### src/rtl/sr_frame_arbiter.sv
// sr_frame_arbiter: arbitrates two masked-write requesters onto the parallel
// shift-register word and sequences each write against the frame cadence.
// A write is committed on the first frame after grant, then acked once the
// following frame has shifted it out. Readback is captured on every frame.
// Optional macro SR_FRAME_ARB_TIMEOUT_EN adds a cycle-count abort (err=1).
module sr_frame_arbiter #(
   parameter int               WIDTH      = 24,
   parameter logic [WIDTH-1:0] RESET_WORD = '0
`ifdef SR_FRAME_ARB_TIMEOUT_EN
   ,
   parameter int               TIMEOUT    = 4096
`endif
) (
   input  logic             CLK_IN,
   input  logic             RST,
   input  logic             frame_done,
   input  logic [WIDTH-1:0] in_word,
   output logic [WIDTH-1:0] out_word,
   input  logic             req_a,
   input  logic             req_b,
   input  logic [WIDTH-1:0] data_a,
   input  logic [WIDTH-1:0] data_b,
   input  logic [WIDTH-1:0] mask_a,
   input  logic [WIDTH-1:0] mask_b,
   output logic             ack_a,
   output logic             ack_b,
   output logic             err,
   output logic             busy,
   output logic [WIDTH-1:0] rd_word,
   output logic             rd_valid,
   output logic             rd_changed
);

   typedef enum logic [1:0] {IDLE, PEND, SHIFT, ACK} state_t;

   state_t           state, next_state;
   logic             grant;
   logic             win_b;
   logic             grant_b;
   logic             last_b;
   logic [WIDTH-1:0] lat_data;
   logic [WIDTH-1:0] lat_mask;
   logic             timeout_hit;
   logic             err_q;
   logic             have_capture;

   // Grant decision: a single requester wins, ties go to the one not granted last.
   always_comb begin
      grant = (state == IDLE) && (req_a || req_b);
      win_b = (req_a && req_b) ? ~last_b : req_b;
   end

`ifdef SR_FRAME_ARB_TIMEOUT_EN
   localparam int CW = $clog2(TIMEOUT + 1);
   logic [CW-1:0] cnt;

   // Cycles since PEND entry or the last frame; held at zero outside PEND/SHIFT.
   always_ff @(posedge CLK_IN) begin
      if (RST || state == IDLE || state == ACK || frame_done)
         cnt <= '0;
      else
         cnt <= cnt + 1'b1;
   end

   assign timeout_hit = (state == PEND || state == SHIFT) && !frame_done &&
                        (cnt == CW'(TIMEOUT - 1));
`else
   assign timeout_hit = 1'b0;
`endif

   // State register.
   always_ff @(posedge CLK_IN) begin
      if (RST)
         state <= IDLE;
      else
         state <= next_state;
   end

   // Next-state logic.
   always_comb begin
      next_state = state;
      case (state)
         IDLE:  if (grant) next_state = PEND;
         PEND:  if (frame_done) next_state = SHIFT;
                else if (timeout_hit) next_state = ACK;
         SHIFT: if (frame_done || timeout_hit) next_state = ACK;
         ACK:   next_state = IDLE;
         default: next_state = IDLE;
      endcase
   end

   // Outputs decoded from state; err remembers whether ACK was reached by abort.
   always_comb begin
      busy  = (state != IDLE);
      ack_a = (state == ACK) && !grant_b;
      ack_b = (state == ACK) &&  grant_b;
      err   = (state == ACK) && err_q;
   end

   // Grant bookkeeping, write latching and frame-boundary commit.
   always_ff @(posedge CLK_IN) begin
      if (RST) begin
         out_word <= RESET_WORD;
         last_b   <= 1'b1;
         grant_b  <= 1'b0;
         lat_data <= '0;
         lat_mask <= '0;
         err_q    <= 1'b0;
      end else begin
         err_q <= timeout_hit;
         if (grant) begin
            grant_b  <= win_b;
            last_b   <= win_b;
            lat_data <= win_b ? data_b : data_a;
            lat_mask <= win_b ? mask_b : mask_a;
         end
         if (state == PEND && frame_done)
            out_word <= (out_word & ~lat_mask) | (lat_data & lat_mask);
      end
   end

   // Readback capture on every frame, with change detection after the first capture.
   always_ff @(posedge CLK_IN) begin
      if (RST) begin
         rd_word      <= '0;
         rd_valid     <= 1'b0;
         rd_changed   <= 1'b0;
         have_capture <= 1'b0;
      end else begin
         rd_valid   <= frame_done;
         rd_changed <= frame_done && have_capture && (in_word != rd_word);
         if (frame_done) begin
            rd_word      <= in_word;
            have_capture <= 1'b1;
         end
      end
   end

endmodule
### config.mk
export PLATFORM = sky130hd
export DESIGN_NAME = sr_frame_arbiter
export DESIGN_NICKNAME = d
export VERILOG_FILES = /design/src/rtl/sr_frame_arbiter.sv
export SDC_FILE = /design/constraint.sdc
export NUM_CORES = 1
export LEC_CHECK = 0
export ABC_AREA = 1
export CAP_MARGIN = 20
export CORE_ASPECT_RATIO = 0.8
export CORE_MARGIN = 3
export CORE_UTILIZATION = 35
export CTS_CLUSTER_DIAMETER = 80
export DETAILED_ROUTE_END_ITERATION = 10
export GPL_TIMING_DRIVEN = 0
export PLACE_DENSITY = 0.8
export SYNTH_ARGS = -nofsm -noshare
export SYNTH_HDL_FRONTEND = slang
export SYNTH_SLANG_ARGS = --single-unit
### constraint.sdc
create_clock -name CLK_IN -period 1.39 [get_ports CLK_IN]
set_clock_uncertainty 0.05 [all_clocks]
set_input_delay 0.2085 -clock CLK_IN [delete_from_list [all_inputs] [get_ports CLK_IN]]
set_output_delay 0.2085 -clock CLK_IN [all_outputs]
set_load 0.05 [all_outputs]
==> impl_metrics.tcl <==
set metrics [dict create \
    seq_area_mm2 0.002069 \
    power_per_cell_area_mw_per_mm2 1481 \
    coreArea_mm2 0.01252 \
    num_antenna_cells 0 \
    synth_edf_count 0 \
    setup_viol 28 \
    worst_slew_pin_slew_ns 0.6241 \
    yosys_warnings 0 \
    setup.worst_path.start "state[1]" \
    irDropWorstVdd_v 0.0007869 \
    gp_congestion 0.7992 \
    syn_inst 657 \
    clkPwrFrac_pct 23.8 \
    initialDrtViolationCount 355 \
    initial_core_util_pct 36.71 \
    place_hpwl_um 11640 \
    switching_share_pct 37.09 \
    grt_start_max_net_pins 19 \
    pwr-share-comb_pct 39.4 \
    area_delta_synth_final_pct 62.36 \
    post-route-period-util_pct 102.5 \
    cts_made_buffers 9 \
    grt_usage_pct 21.56 \
    rsz0062_at_grt "true" \
    grt_first_pass_wirelength_um 24650 \
    synthArstFlopShare_pct 0 \
    die_w_um 134.1 \
    routed_wl_um 16420 \
    timing.fmax_mhz 701.9 \
    multiInputGateArea_mm2 0.002399 \
    r2r-start "state[1]" \
    timing.hold.ws_ns 0.3604 \
    worst_r2r_path_depth 8 \
    cp_max_fo 10 \
    placement.io_buffers 177 \
    syn_nets 786 \
    setup.worst_path.end "lat_data[3]" \
    rows 36 \
    wire_per_inst_um 15.90 \
    syn_area_mm2 0.004597 \
    power.static_leakage_nw 3.018 \
    postLayoutCellArea_mm2 0.007463 \
    clockBufferDepth 2 \
    cts_hold_buffers 0 \
    dpl.cell_count 1005 \
    ys_types 21 \
    p_switching_w 0.004099 \
    synth_seq_cells 103 \
    max_stage_delay_ns 0.39 \
    status "finished, violations left" \
    slew-limit-headroom_pct 58.40 \
    rr_endpoint "lat_data[3]" \
    htreeDepth 3 \
    cpMaxStageDelayCell "dfxtp_4" \
    grt_overflow 0 \
    min_period_ns 1.425 \
    p_total_w 0.01105 \
    via_count 5156 \
    ys_seq_area_share_pct 44.86 \
    pwr-share-seq_pct 36.8 \
    required_ns 1.62 \
    cts_sinks 103 \
    fillCellCount 1163 \
    dieArea_mm2 0.01455 \
    rrSetupSlack_ns -0.03 \
    antenna_found_initial 0 \
    synthFlopType "dfxtp_1" \
    hp-class "in2reg" \
    violations "negative setup slack" \
    crit_type "reg2reg" \
    fin_nets 986 \
    first_global_vias 4873 \
    startpoint_type "flip-flop" \
    power.internal_w 0.006953 \
    cts.clk_slew.worst_paths_ns 0.08 \
    via_per_inst 4.991 \
    stdcell_count 1033 \
    clockRootBuffer "clkbuf_16" \
    cts_tree "yes" \
    worstSkewPairLatency_ns 0.35 \
    drtAntennaViolNets 0 \
    holdCritStartpoint "mask_a[8]" \
    end_kind "flip-flop" \
    crit_chain "inv_4 -> ha_4 -> inv_4 -> nor2_4 -> buf_12 -> buf_8 -> buf_12 -> a31oi_1" \
    fin_ws_ns -0.03461 \
    drtPass1Iterations 5 \
    final_hold_viol_count 0 \
    drive_gt1_share_pct 20.65 \
    cp.arrival_ns 1.65 \
    tns_ns -0.3414 \
    slew_violations 0 \
    post_dp_cell_area_mm2 0.006590 \
    die_h_um 108.5 \
    drc_errors 0 \
    synth_area_per_cell_um2 6.997 \
    ios 179 \
    drv_cap 0 \
]
## worst min-delay path by stage
stage,cells past startpoint,to
global placement,2,have_capture
detailed placement,2,have_capture
global route,3,lat_data[19]
floorplan,2,rd_word[16]
finish,3,lat_mask[8]
CTS,3,lat_mask[8]
## power groups by stage
stage / Clock [W] / Combinational [W] / Sequential (W)
2_1_floorplan: 0 / 0.00180 / 0.00415
3_3_place_gp: 0 / 0.00316 / 0.00400
3_5_place_dp: 0 / 0.00321 / 0.00402
4_1_cts: 0.00267 / 0.00366 / 0.00400
5_1_grt: 0.00276 / 0.00469 / 0.00414
6_report: 0.00263 / 0.00436 / 0.00407
## worst max-delay path, delay by kind of cell (launching register included)
kind / cells / cell delay, ns
flops: 1 / 0.39
simple gates: 1 / 0.04
compound gates: 1 / 0.16
fa+ha+maj: 1 / 0.16
buf+inv: 5 / 0.55
## routing by layer
layer	global-route usage [%]	wire, µm
met1	27.34	6843
met2	35.51	7796
met3	6.977	1588
met4	6.105	194
met5	0	0
## cell type report
cell class | instances | share of cell area, %
inverters | 57 | 3.018
clock buffers | 10 | 3.068
clock inverters | 6 | 1.006
well taps | 171 | 2.867
multi-input cells | 455 | 32.14
flip-flops and latches | 103 | 27.73
repair buffers | 191 | 25.35
plain buffers | 40 | 4.828
## timing repair
action | CTS | global route
gates cloned | 2 | 2
resized for setup | 222 | 127
pin swaps | 8 | 19
buffers inserted | 4 | 6
setup endpoints to repair | 131 | 110
## logic make-up (layout without fill, tap and decap cells)
kind of cell	after synthesis	count (layout)	share of synthesized area, %
compound gates	173	173	20.44
flops	103	103	44.86
simple gates	275	275	23.38
fa+ha+maj	4	4	1.089
other cells	1	1	0.08158
xor+xnor	2	2	0.3811
buf+inv	99	304	9.771
## cell usage after synthesis (2+ instances only)
library cell / count / share of area, %
o21ai_0: 67 / 7.3
inv_2: 2 / 0.16
inv_1: 55 / 4.5
nor2_1: 22 / 1.8
dfxtp_1: 103 / 45
nand2_1: 224 / 18
ha_1: 4 / 1.1
buf_2: 17 / 1.9
buf_6: 5 / 1.2
a21oi_1: 49 / 5.3
nor3_1: 2 / 0.22
a31oi_1: 48 / 6.5
nand3_1: 26 / 2.8
o21ai_1: 7 / 0.76
clkbuf_1: 15 / 1.2
buf_4: 5 / 0.82
xor2_1: 2 / 0.38
## metrics by stage
stage	utilization, %	worst slack, ns
floorplan	-	0.001273
detailed placement	52.63	-0.5285
global placement	52.63	-0.5205
finish	59.60	-0.03461
global route	59.60	-0.1059
CTS	57.12	-0.04963
## placed cells by master, fill, tap and decap left out, types with 6 or more instances in the layout
master and n:
nand2_1 217, clkdlybuf4s50_1 124, dfxtp_1 101, o21ai_0 50, inv_1 48, a21oi_1 39, a31oi_1 38, clkdlybuf4s15_2 27
buf_2 24, nor2_1 21, nand3_1 20, buf_4 15, o21ai_1 14, clkbuf_16 11, buf_6 10, o21ai_2 10
a31oi_4 10, a21oi_2 10, nand2_2 7, buf_8 7, clkbuf_2 6, clkbuf_1 6, nand3_2 6
(Power assumes the default switching activity.)
